[config.mk]
export PLATFORM = sky130hd
export DESIGN_NAME = window_trap_controller
export DESIGN_NICKNAME = d
export VERILOG_FILES = /design/src/rtl/window_trap_controller.sv
export SDC_FILE = /design/constraint.sdc
export NUM_CORES = 1
export LEC_CHECK = 0
export ABC_AREA = 1
export BUFFER_PORTS_ARGS = -buffer_cell sky130_fd_sc_hd__buf_2
export CORE_MARGIN = 4
export CORE_UTILIZATION = 46
export DETAILED_ROUTE_END_ITERATION = 12
export PLACE_DENSITY = 0.9
export SETUP_SLACK_MARGIN = 0.4
export SLEW_MARGIN = 10
export SYNTH_ARGS = -nofsm -noshare
export SYNTH_HDL_FRONTEND = slang
export SYNTH_SLANG_ARGS = --single-unit
[constraint.sdc]
create_clock -name clk -period 2.2 [get_ports clk]
set_input_delay 0.44 -clock clk [delete_from_list [all_inputs] [get_ports clk]]
set_output_delay 0.44 -clock clk [all_outputs]
set_load 0.05 [all_outputs]
[src/rtl/window_trap_controller.sv]
// Register-window sequencer: CWP/WIM/ET/S/PS ownership, WIM-checked window
// moves and trap-entry handshake toward the trap vector logic.
module window_trap_controller #(
  parameter int NWINDOWS = 4
) (
  input  logic        clk,
  input  logic        reset_n,
  input  logic        op_valid,
  input  logic [1:0]  op,
  input  logic [31:0] wr_data,
  output logic        op_ready,
  output logic        done,
  output logic        trap_req,
  output logic [7:0]  tt,
  input  logic        trap_ack,
  output logic        error,
  output logic [4:0]  cwp,
  output logic [31:0] wim,
  output logic        et,
  output logic        s,
  output logic        ps
);

  typedef enum logic [1:0] {
    IDLE, EVAL, TRAP, ERR
  } state_t;

  localparam logic [63:0] M64 =
    (64'd1 << NWINDOWS) - 64'd1;
  localparam logic [31:0] WMASK = M64[31:0];
  localparam logic [4:0] WTOP = 5'(NWINDOWS - 1);

  state_t      state;
  logic [1:0]  op_q;
  logic [31:0] wr_q;

  logic        is_save, is_rest, is_rett, is_wrwim;
  logic [4:0]  cwp_dec, cwp_inc, tgt;
  logic [7:0]  code;
  logic        trap_c;

  assign is_save  = (op_q == 2'b00);
  assign is_rest  = (op_q == 2'b01);
  assign is_rett  = (op_q == 2'b10);
  assign is_wrwim = (op_q == 2'b11);

  assign cwp_dec = (cwp == 5'd0) ? WTOP : cwp - 5'd1;
  assign cwp_inc = (cwp == WTOP) ? 5'd0 : cwp + 5'd1;

  // RETT with traps enabled is illegal before any WIM test
  always_comb begin
    tgt    = cwp_inc;
    code   = 8'h06;
    trap_c = 1'b0;
    unique case (1'b1)
      is_save: begin
        tgt    = cwp_dec;
        code   = 8'h05;
        trap_c = wim[cwp_dec];
      end
      is_rest: trap_c = wim[cwp_inc];
      is_rett: begin
        code   = et ? 8'h02 : 8'h06;
        trap_c = et | wim[cwp_inc];
      end
      default: ;
    endcase
  end

  always_ff @(posedge clk or negedge reset_n) begin
    if (!reset_n) begin
      state    <= IDLE;
      op_q     <= 2'b00;
      wr_q     <= 32'h0;
      op_ready <= 1'b1;
      done     <= 1'b0;
      trap_req <= 1'b0;
      tt       <= 8'h00;
      error    <= 1'b0;
      cwp      <= 5'd0;
      wim      <= 32'h0;
      et       <= 1'b0;
      s        <= 1'b1;
      ps       <= 1'b0;
    end else begin
      done <= 1'b0;
      case (state)
        IDLE: begin
          if (op_valid) begin
            op_q     <= op;
            wr_q     <= wr_data & WMASK;
            op_ready <= 1'b0;
            state    <= EVAL;
          end
        end
        EVAL: begin
          if (!trap_c) begin
            if (is_wrwim) wim <= wr_q;
            else          cwp <= tgt;
            if (is_rett) begin
              et <= 1'b1;
              s  <= ps;
            end
            done     <= 1'b1;
            op_ready <= 1'b1;
            state    <= IDLE;
          end else if (et) begin
            tt       <= code;
            trap_req <= 1'b1;
            state    <= TRAP;
          end else begin
            error <= 1'b1;
            state <= ERR;
          end
        end
        TRAP: begin
          if (trap_ack) begin
            et       <= 1'b0;
            ps       <= s;
            s        <= 1'b1;
            cwp      <= cwp_dec;
            trap_req <= 1'b0;
            tt       <= 8'h00;
            done     <= 1'b1;
            op_ready <= 1'b1;
            state    <= IDLE;
          end
        end
        ERR: ;
        default: state <= IDLE;
      endcase
    end
  end

endmodule

==> impl_metrics.toml <==
[status]
status = "finished, final reports clean"

[clock_network]
cts_max_level = 1
cts.hold.buffers_added = 0
cts_buffers = 3
clockBufferDepth = 2
root_buffer = "clkbuf_8"
clock_sinks = 27
cts.reportedPaths.clkPinSlew_ps = 90
cts_tree = "built"
insertion_delay_ps = 280

[grt]
grt_max_degree = 28
antenna_found_initial = 0
overflow = 0
grt.total_usage_pct = 15.42
grt_pass1_wl_um = 6451
grt_pass1_vias = 1481

[drt]
viasPerCell = 4.971
drtPass1Iterations = 4
routed-wl-met3_um = 280
route.met2.wl_um = 2400
first_iter_violations = 103
final_antenna_net_count = 0
m1WireLength_um = 1682
drt-wirelength-per-cell_um = 13.14
vias = 1690
top_layer = "met4"
drc = 0
routed_wl_um = 4468

[placed_design]
port_buffers = 28
hpwl_um = 3017
placed_area_um2 = 2006
gp_congestion = 0.8625

[yosys]
synth_cell_types = 26
synthAdderAreaFrac_pct = 4.692
synth_compound_area_share_pct = 6.367
synth_xor_area_share_pct = 0.4692
synth-simple-area-share_pct = 28.49
syn_avg_cell_area_um2 = 7.558
postSynthCellCount = 247
ys_ff_latch = 27
synth_top_area_share_pct = 33.51
synthTopCellsByArea = "dfrtp_1 34%, buf_4 14%, nand2_1 12%"
muxShareOfSynthArea_pct = 2.413
synth_area_um2 = 1867
yosysWarnings = 0
synth_top_family_by_area = "simple AND/OR/NAND/NOR gates"
synth_largest_area_cell = "dfrtp_1"
synth_seq_area_share_pct = 36.33

[job]
drv_cap = 0

[setup_path]
critical_path.cell_chain = "clkinv_4 -> ha_4 -> xor2_1 -> nand2_2 -> nand2_1 -> nor2_1 -> nand4_1 -> nand2_4 -> nand2_8 -> nand2_8 -> nand2_1 -> nand2_1"
path_max_fanout = 6
cp_slowest_cell = "dfrtp_2"
cp.arrival_ps = 2150
startpoint_type = "register"
slowest_delay_ps = 450
r2r_slack_ps = 270
critical_path_class = "register to register"
cpMostUsedCell = "nand2_1"
cp.required_ps = 2410
end_kind = "register"

[cells_and_area]
seqCellArea_um2 = 683.2
nets = 338
n_antenna_cell = 0
finalInstanceArea_um2 = 2311
area_growth_pct = 23.79
fillers = 329
multi_input_area_um2 = 1142
drive_above_1_share_pct = 36.99

[die]
pin_count = 90
core-area_um2 = 3799
dieHeight_um = 71.71
die_area_um2 = 5142
num_rows = 22
die_x_um = 71.71
initial_core_util_pct = 49.14

[sta]
hold_viol_final = 0
fin_crit_ps = 1934
fin_crit_sh_pct = 87.90
skew_ps = 7.785
rsz0062_at_grt = "true"
finalMaxSlewViolations = 0
fmaxAchievable_ghz = 0.5171
fin_tns_setup_ps = 0
maxSlewHeadroom_pct = 60.16
tightest_slew_ps = 597.7
finalSetupViolations = 0

[hold_path]
hold_path.class = "primary input to async pin"
## synth_stat cells
library cell / instances
nor3_1: 1
xor2_1: 1
buf_4: 34
o21ai_0: 11
conb_1: 1
buf_6: 3
a21boi_0: 1
dfrtp_1: 25
nand2_1: 61
nor2_4: 1
dfstp_2: 2
nand3_2: 1
inv_1: 25
mux2_2: 4
nor2_1: 19
nand4_1: 5
or2_2: 1
clkinv_1: 1
nor2_2: 1
inv_4: 1
nor3b_1: 1
ha_1: 7
nand3_1: 22
a21oi_1: 10
o22ai_1: 1
nand2_2: 7
## cells by family (layout without fill, tap and decap cells)
| logic type | after synthesis | count (layout) |
|---|---|---|
| XOR/XNOR | 1 | 1 |
| multiplexers | 4 | 4 |
| AND/OR/NAND/NOR | 120 | 121 |
| other | 1 | 33 |
| adder cells (fa/ha/maj) | 7 | 7 |
| buffers and inverters | 64 | 76 |
| flip-flops | 27 | 27 |
| AO/OA/AOI/OAI | 23 | 23 |
## path summary, 6_finish.rpt
path,start,to,depth (start not counted)
max,cwp[0],cwp[1],12
max reg2reg,cwp[0],cwp[1],12
min reg2reg,op_ready,op_ready,2
max in group asynchronous,reset_n,cwp[1],1
min in group clk,wr_data[3],wr_q[3],2
min,reset_n,state[0],1
## through the flow
stage / hold WS [ps] / setup slack (ps) / utilization (%) / instances
floorplan: 144.4 / 308.0 / - / 279
global placement: 445.0 / 207.9 / 52.80 / 321
detailed placement: 460.6 / 154.7 / 52.80 / 321
CTS: 178.0 / 378.2 / 55.67 / 328
global route: 196.1 / 164.8 / 60.84 / 340
finish: 152.7 / 266.2 / 60.84 / 340
## state kept, by name, summed over array words and instances (netlist names), 2 cells and up
name and count:
wr_q 4, state 2, tt 3, wim 4, op_q 2, cwp 5
## final cells by class
cell class                      count  share of cell area [%]
Clock buffer                        4                   1.949
Inverter                           27                   4.710
Multi-Input combinational cell    189                   49.43
Sequential cell                    27                   29.56
Tap cell                           48                   2.599
Timing Repair Buffer               45                   11.75
## repair_timing
| action | CTS | global route |
|---|---|---|
| gates cloned | 1 | 0 |
| gates resized for setup | 10 | 30 |
| pin swaps | 3 | 12 |
| hold endpoints to repair | 0 | 0 |
| setup endpoints to repair | 13 | 16 |
| buffers inserted | 2 | 12 |
## routing by layer
layer	global-route usage, %	vias up
li1	-	812
met5	0	-
met2	26.84	65
met3	2.665	13
met1	17.95	800
met4	8.142	0
## cells in the final DEF (no fill, tap or decap), drive strengths merged, types with 2 or more instances in the layout
cell | netlist | routed
conb | 1 | 33
nand4 | 5 | 5
o21ai | 11 | 11
nand3 | 23 | 23
a21oi | 10 | 10
nor2 | 21 | 21
buf | 37 | 45
dfrtp | 25 | 25
clkbuf | 0 | 4
dfstp | 2 | 2
nand2 | 68 | 69
mux2 | 4 | 4
ha | 7 | 7
inv | 26 | 25
clkinv | 1 | 2
## critical path, delay by kind of cell, from the launching register on
| family | cells | cell delay, ps |
|---|---|---|
| buffers and inverters | 1 | 110 |
| XOR/XNOR | 1 | 150 |
| flip-flops | 1 | 450 |
| adder cells (fa/ha/maj) | 1 | 170 |
| AND/OR/NAND/NOR | 9 | 1000 |
Power is not shown: default switching activity piles up to over one toggle a cycle in this logic, so the estimate is an artifact.
